File: config.mk
export PLATFORM = sky130hd
export DESIGN_NAME = uart_arbitrage_engine
export DESIGN_NICKNAME = d
export VERILOG_FILES = /design/src/rtl/uart_arbitrage_engine.sv
export SDC_FILE = /design/constraint.sdc
export NUM_CORES = 1
export LEC_CHECK = 0
export CAP_MARGIN = 5
export CORE_MARGIN = 1
export CORE_UTILIZATION = 35
export DETAILED_ROUTE_END_ITERATION = 7
export DONT_BUFFER_PORTS = 1
export GPL_TIMING_DRIVEN = 0
export PLACE_DENSITY = 0.51
export SYNTH_ARGS = -nofsm -noshare
export SYNTH_HDL_FRONTEND = slang
export SYNTH_SLANG_ARGS = --single-unit
File: constraint.sdc
create_clock -name clk -period 7.1 [get_ports clk]
set_input_delay 1.42 -clock clk [delete_from_list [all_inputs] [get_ports clk]]
set_output_delay 1.42 -clock clk [all_outputs]
set_load 0.01 [all_outputs]
File: src/rtl/uart_arbitrage_engine.sv
// uart_arbitrage_engine: receives two 16-bit prices over 8N1 UART, compares them
// and transmits a 5-byte HEADER/action/profit/FOOTER result frame.
module uart_arbitrage_engine #(
    parameter int         CLK_FREQ   = 50000000,
    parameter int         BAUD       = 9600,
    parameter logic [7:0] HEADER     = 8'hAA,
    parameter logic [7:0] FOOTER     = 8'h55,
    parameter int         MIN_PROFIT = 0
) (
    input  logic clk,
    input  logic rst,
    input  logic uart_rx,
    output logic uart_tx
);
    localparam int CPB = CLK_FREQ / BAUD;
    localparam logic [15:0] HALF_M1 = 16'(CPB / 2 - 1);
    localparam logic [15:0] FULL_M1 = 16'(CPB - 1);
    localparam logic [15:0] MIN_P   = 16'(MIN_PROFIT);

    typedef enum logic [1:0] {R_IDLE, R_START, R_DATA, R_STOP} rx_state_e;
    typedef enum logic [2:0] {HUNT, A_HI, A_LO, B_HI, B_LO, FOOT} parse_state_e;

    logic         sync1_q, sync2_q;
    rx_state_e    rx_state_q, rx_state_d;
    logic [15:0]  rx_cnt_q, rx_cnt_d;
    logic [2:0]   rx_bit_q, rx_bit_d;
    logic [7:0]   rx_shift_q, rx_shift_d;
    logic         byte_valid_q, byte_valid_d;
    logic         rx_error_q, rx_error_d;
    parse_state_e parse_q, parse_d;
    logic [15:0]  price_a_q, price_a_d, price_b_q, price_b_d;
    logic         go_q, go_d;
    logic [7:0]   action_q, action_d;
    logic [15:0]  profit_q, profit_d;
    logic         start_q, start_d;
    logic         tx_busy_q, tx_busy_d;
    logic [15:0]  tx_cnt_q, tx_cnt_d;
    logic [3:0]   tx_bit_q, tx_bit_d;
    logic [2:0]   tx_byte_q, tx_byte_d;
    logic [9:0]   tx_shift_q, tx_shift_d;
    logic [31:0]  tx_frame_q, tx_frame_d;
    logic         tx_q, tx_d;
    logic         a_gt;
    logic [15:0]  diff;
    logic         trade;

    assign uart_tx = tx_q;

    always_comb begin
        rx_state_d   = rx_state_q;
        rx_cnt_d     = rx_cnt_q + 16'd1;
        rx_bit_d     = rx_bit_q;
        rx_shift_d   = rx_shift_q;
        byte_valid_d = 1'b0;
        rx_error_d   = 1'b0;
        case (rx_state_q)
            R_IDLE: begin
                rx_cnt_d = 16'd0;
                if (!sync2_q) rx_state_d = R_START;
            end
            R_START: if (rx_cnt_q == HALF_M1) begin
                rx_cnt_d   = 16'd0;
                rx_bit_d   = 3'd0;
                rx_state_d = sync2_q ? R_IDLE : R_DATA;
            end
            R_DATA: if (rx_cnt_q == FULL_M1) begin
                rx_cnt_d   = 16'd0;
                rx_shift_d = {sync2_q, rx_shift_q[7:1]};
                rx_bit_d   = rx_bit_q + 3'd1;
                if (rx_bit_q == 3'd7) rx_state_d = R_STOP;
            end
            R_STOP: if (rx_cnt_q == FULL_M1) begin
                byte_valid_d = sync2_q;
                rx_error_d   = !sync2_q;
                rx_state_d   = R_IDLE;
            end
            default: rx_state_d = R_IDLE;
        endcase
    end

    // Received byte stays in rx_shift_q while byte_valid_q is high.
    always_comb begin
        parse_d   = parse_q;
        price_a_d = price_a_q;
        price_b_d = price_b_q;
        go_d      = 1'b0;
        if (rx_error_q) parse_d = HUNT;
        else if (byte_valid_q) begin
            case (parse_q)
                HUNT: if (rx_shift_q == HEADER) parse_d = A_HI;
                A_HI: begin price_a_d = {rx_shift_q, price_a_q[7:0]}; parse_d = A_LO; end
                A_LO: begin price_a_d = {price_a_q[15:8], rx_shift_q}; parse_d = B_HI; end
                B_HI: begin price_b_d = {rx_shift_q, price_b_q[7:0]}; parse_d = B_LO; end
                B_LO: begin price_b_d = {price_b_q[15:8], rx_shift_q}; parse_d = FOOT; end
                FOOT: begin go_d = (rx_shift_q == FOOTER); parse_d = HUNT; end
                default: parse_d = HUNT;
            endcase
        end
    end

    always_comb begin
        a_gt     = price_a_q > price_b_q;
        diff     = a_gt ? price_a_q - price_b_q : price_b_q - price_a_q;
        trade    = diff > MIN_P;
        action_d = go_q ? (trade ? (a_gt ? 8'h01 : 8'h02) : 8'h00) : action_q;
        profit_d = go_q ? (trade ? diff : 16'd0) : profit_q;
        start_d  = go_q;
    end

    // A result arriving while a frame is in flight is dropped.
    always_comb begin
        tx_busy_d  = tx_busy_q;
        tx_cnt_d   = tx_cnt_q + 16'd1;
        tx_bit_d   = tx_bit_q;
        tx_byte_d  = tx_byte_q;
        tx_shift_d = tx_shift_q;
        tx_frame_d = tx_frame_q;
        if (!tx_busy_q) begin
            tx_cnt_d = 16'd0;
            if (start_q) begin
                tx_busy_d  = 1'b1;
                tx_bit_d   = 4'd0;
                tx_byte_d  = 3'd0;
                tx_shift_d = {1'b1, HEADER, 1'b0};
                tx_frame_d = {FOOTER, profit_q[7:0], profit_q[15:8], action_q};
            end
        end else if (tx_cnt_q == FULL_M1) begin
            tx_cnt_d = 16'd0;
            if (tx_bit_q == 4'd9) begin
                if (tx_byte_q == 3'd4) tx_busy_d = 1'b0;
                else begin
                    tx_shift_d = {1'b1, tx_frame_q[7:0], 1'b0};
                    tx_frame_d = {8'h00, tx_frame_q[31:8]};
                    tx_byte_d  = tx_byte_q + 3'd1;
                    tx_bit_d   = 4'd0;
                end
            end else begin
                tx_shift_d = {1'b1, tx_shift_q[9:1]};
                tx_bit_d   = tx_bit_q + 4'd1;
            end
        end
        tx_d = tx_busy_d ? tx_shift_d[0] : 1'b1;
    end

    always_ff @(posedge clk) begin
        if (rst) begin
            sync1_q      <= 1'b1;
            sync2_q      <= 1'b1;
            rx_state_q   <= R_IDLE;
            rx_cnt_q     <= 16'd0;
            rx_bit_q     <= 3'd0;
            rx_shift_q   <= 8'd0;
            byte_valid_q <= 1'b0;
            rx_error_q   <= 1'b0;
            parse_q      <= HUNT;
            price_a_q    <= 16'd0;
            price_b_q    <= 16'd0;
            go_q         <= 1'b0;
            action_q     <= 8'd0;
            profit_q     <= 16'd0;
            start_q      <= 1'b0;
            tx_busy_q    <= 1'b0;
            tx_cnt_q     <= 16'd0;
            tx_bit_q     <= 4'd0;
            tx_byte_q    <= 3'd0;
            tx_shift_q   <= 10'h3FF;
            tx_frame_q   <= 32'd0;
            tx_q         <= 1'b1;
        end else begin
            sync1_q      <= uart_rx;
            sync2_q      <= sync1_q;
            rx_state_q   <= rx_state_d;
            rx_cnt_q     <= rx_cnt_d;
            rx_bit_q     <= rx_bit_d;
            rx_shift_q   <= rx_shift_d;
            byte_valid_q <= byte_valid_d;
            rx_error_q   <= rx_error_d;
            parse_q      <= parse_d;
            price_a_q    <= price_a_d;
            price_b_q    <= price_b_d;
            go_q         <= go_d;
            action_q     <= action_d;
            profit_q     <= profit_d;
            start_q      <= start_d;
            tx_busy_q    <= tx_busy_d;
            tx_cnt_q     <= tx_cnt_d;
            tx_bit_q     <= tx_bit_d;
            tx_byte_q    <= tx_byte_d;
            tx_shift_q   <= tx_shift_d;
            tx_frame_q   <= tx_frame_d;
            tx_q         <= tx_d;
        end
    end
endmodule

==> summary.txt <==
Status
  – Status: finished clean

Timing
  – Clock period minus final worst setup slack: 3.35 ns
  – Max Fclk: 0.299 GHz
  – Setup WS post-layout: 3.75 ns
  – Worst-Margin Slew: 0.870 ns
  – Max-slew violation count: 0
  – Clk_skew: 0.0144 ns
  – RSZ-0062 raised after global routing: false
  – Fin crit share: 0.471
  – Relative slew slack: 0.418
  – Hold Vio Cnt, Final: 0
  – Sum Neg Setup Slack: 0 ns
  – Final setup viols: 0

Logic synthesis
  – Register area share after synthesis: 0.385
  – Ys Warns: 0
  – Synth cell types: 73
  – Top cell type's share of synthesized area: 0.385
  – FFs w/ async S/R, synth: 0
  – Synth area leaders: dfxtp_1, mux2i_1, ha_1
  – Syn_area_per_cell: 8.57 sq um
  – Number of synthesized flops with an enable pin: 0
  – Syn Nets: 943
  – Post-synth top flop: dfxtp_1
  – Syn Std Cell Area: 7700 sq um
  – Synthesized instance count: 899
  – Synth area leader: dfxtp_1
  – Flops & latches, synth: 148

Routing
  – Drt total wl: 18900 um
  – Residual DRC: 0
  – Initial DRC Count: 313
  – Drt wl/cell: 15.7 um
  – DR pass1 iterations: 5
  – Antenna-violating nets left: 0
  – DR vias/cell: 5.14
  – Vias: 6205

Worst setup path
  – Startpoint types: register
  – Maximum fanout count along the critical path: 7
  – Setup Crit Path Kind: register to register
  – Crit path DAT: 3.64 ns
  – CP Capture Type: register
  – Critical Path RT: 7.39 ns

Die
  – I/O pin count: 4
  – Core area: 21300 sq um
  – Die Area: 22600 sq um
  – Initial Utilization: 0.362
  – Die W: 150 um
  – Die H: 150 um
  – Core Rows: 53

CTS
  – Post-CTS Setup Inserts: 0
  – Post-CTS Hold Buffers: 0
  – Worst skew pair latency: 0.42 ns
  – Resize count post-CTS: 0
  – CTS buffer count: 17
  – Clk slew on worst S/H paths: 0.07 ns
  – Longest Clk Path Bufs: 2
  – # clock sinks: 148
  – CTS tree: built
  – CTS root buffer: clkbuf_16
  – H-tree depth: 4

Layout
  – Area Growth Syn to Fin: 12.2%
  – Fill count: 2159
  – Diode count: 0
  – Commonest non-fill, non-tap cells in the layout: dfxtp_1, nor2_1, nand2_1, mux2i_1, a21oi_1
  – Area of the multi-input gates: 4280 sq um
  – Finished Cell Area: 8640 sq um
  – Commonest non-fill, non-tap cell in the layout: dfxtp_1
  – Register Area: 2960 sq um
  – Layout cells sized above 1: 0.0773
  – Nets: 963

Run
  – Max-cap viol count: 0

Pwr
  – Pwr dens: 205 nW/um^2
  – VDD IR max: 128 uV
  – Pleak: 3.09 nW

Placed design
  – GP Congestion: 0.800
  – Hpwl dp: 14000 um
  – Place WS: 3.74 ns
  – Port bufs: 0
  – Placed inst area: 8050 sq um

Global routing
  – GRT overflow: 0
  – Initial antenna violation count: 0
  – Via count of the first global-routing pass: 5784
  – Total GRT Usage: 0.177
  – First-pass GRT wire length: 30800 um
  – Pin count of the biggest net entering global routing: 17

Hold path
  – Hold Crit Class: register to register
## power breakdown
group | switching (mW) | internal [mW] | total (mW) | leakage (nW)
registers | 0.000978 | 0.831 | 0.832 | 1.19
clock network | 0.411 | 0.501 | 0.913 | 0.290
logic | 0.0205 | 0.00509 | 0.0256 | 1.60
total | 0.433 | 1.34 | 1.77 | 3.09
## kinds of logic after synthesis
group | Yosys count | share of synthesized area
DFF | 148 | 0.385
muxes | 60 | 0.0781
xor gates and xnor gates | 40 | 0.0465
buffers and inverters | 97 | 0.0599
adders and majority gates | 41 | 0.0686
AOI/OAI and AO/OA | 174 | 0.149
and+or+nand+nor | 339 | 0.213
## cell usage after synthesis, drive strengths merged, types with 8 or more instances
library cell / number
a211oi: 25
a21o: 8
a21oi: 57
a22oi: 10
a31oi: 10
and2: 9
buf: 17
clkbuf: 30
dfxtp: 148
ha: 39
inv: 50
mux2i: 59
nand2: 77
nand3: 41
nand4: 17
nor2: 127
nor2b: 11
nor3: 13
o21ai: 29
xnor2: 20
xor2: 20
## metal layers
layer / up-vias / wire [um] / GRT usage
met4: 0 / 174 / 0.0515
met5: - / 0 / 0
met1: 2937 / 9960 / 0.249
met3: 10 / 426 / 0.0291
li1: 3176 / - / -
met2: 82 / 8370 / 0.275
## final cells by class
cell class                      count  area share
Multi-Input combinational cell    654       0.495
Timing Repair Buffer                1    0.000868
Clock inverter                     15      0.0191
Sequential cell                   148       0.343
Tap cell                          275      0.0398
Inverter                           50      0.0217
Buffer                             47      0.0317
Clock buffer                       17      0.0492
## through the flow
| stage | hold slack [ns] | std cells | utilization | power (mW) |
|---|---|---|---|---|
| after floorplan | 0.389 | 899 | - | 0.867 |
| after global placement | 0.393 | 1174 | 0.378 | 0.877 |
| after detailed placement | 0.404 | 1175 | 0.378 | 0.877 |
| after CTS | 0.420 | 1207 | 0.406 | 1.79 |
| after global routing | 0.422 | 1207 | 0.406 | 1.83 |
| final | 0.420 | 1207 | 0.406 | 1.77 |
## state kept, by name, indices dropped and copies added, names as in the netlist, 2 cells and up, named ones only
signal	count
profit_q	16
tx_frame_q	25
parse_q	3
price_b_q	16
tx_shift_q	10
price_a_q	16
rx_cnt_q	16
rx_shift_q	8
tx_byte_q	3
tx_cnt_q	16
tx_bit_q	4
action_q	2
rx_bit_q	3
## worst paths after layout
path | cells past startpoint | slack (ns) | endpoint | start
worst max-delay path | 12 | 3.75 | action_q[1] | price_a_q[0]
worst min-delay path | 1 | 0.42 | sync2_q | sync1_q
worst max register to register | 12 | 3.75 | action_q[1] | price_a_q[0]
worst min register to register | 1 | 0.42 | sync2_q | sync1_q
## critical path, cell delays in order (launching register included)
cell and delay (ns):
dfxtp_1 0.36, inv_1 0.06, ha_1 0.22, fa_1 0.40, nand3b_1 0.19, a21o_1 0.21, a21o_1 0.19, a21oi_2 0.43
mux2i_1 0.42, xnor2_1 0.20, o2111ai_1 0.16, nor3_2 0.27, a31oi_1 0.11
Power figures use the tool's default switching activity.
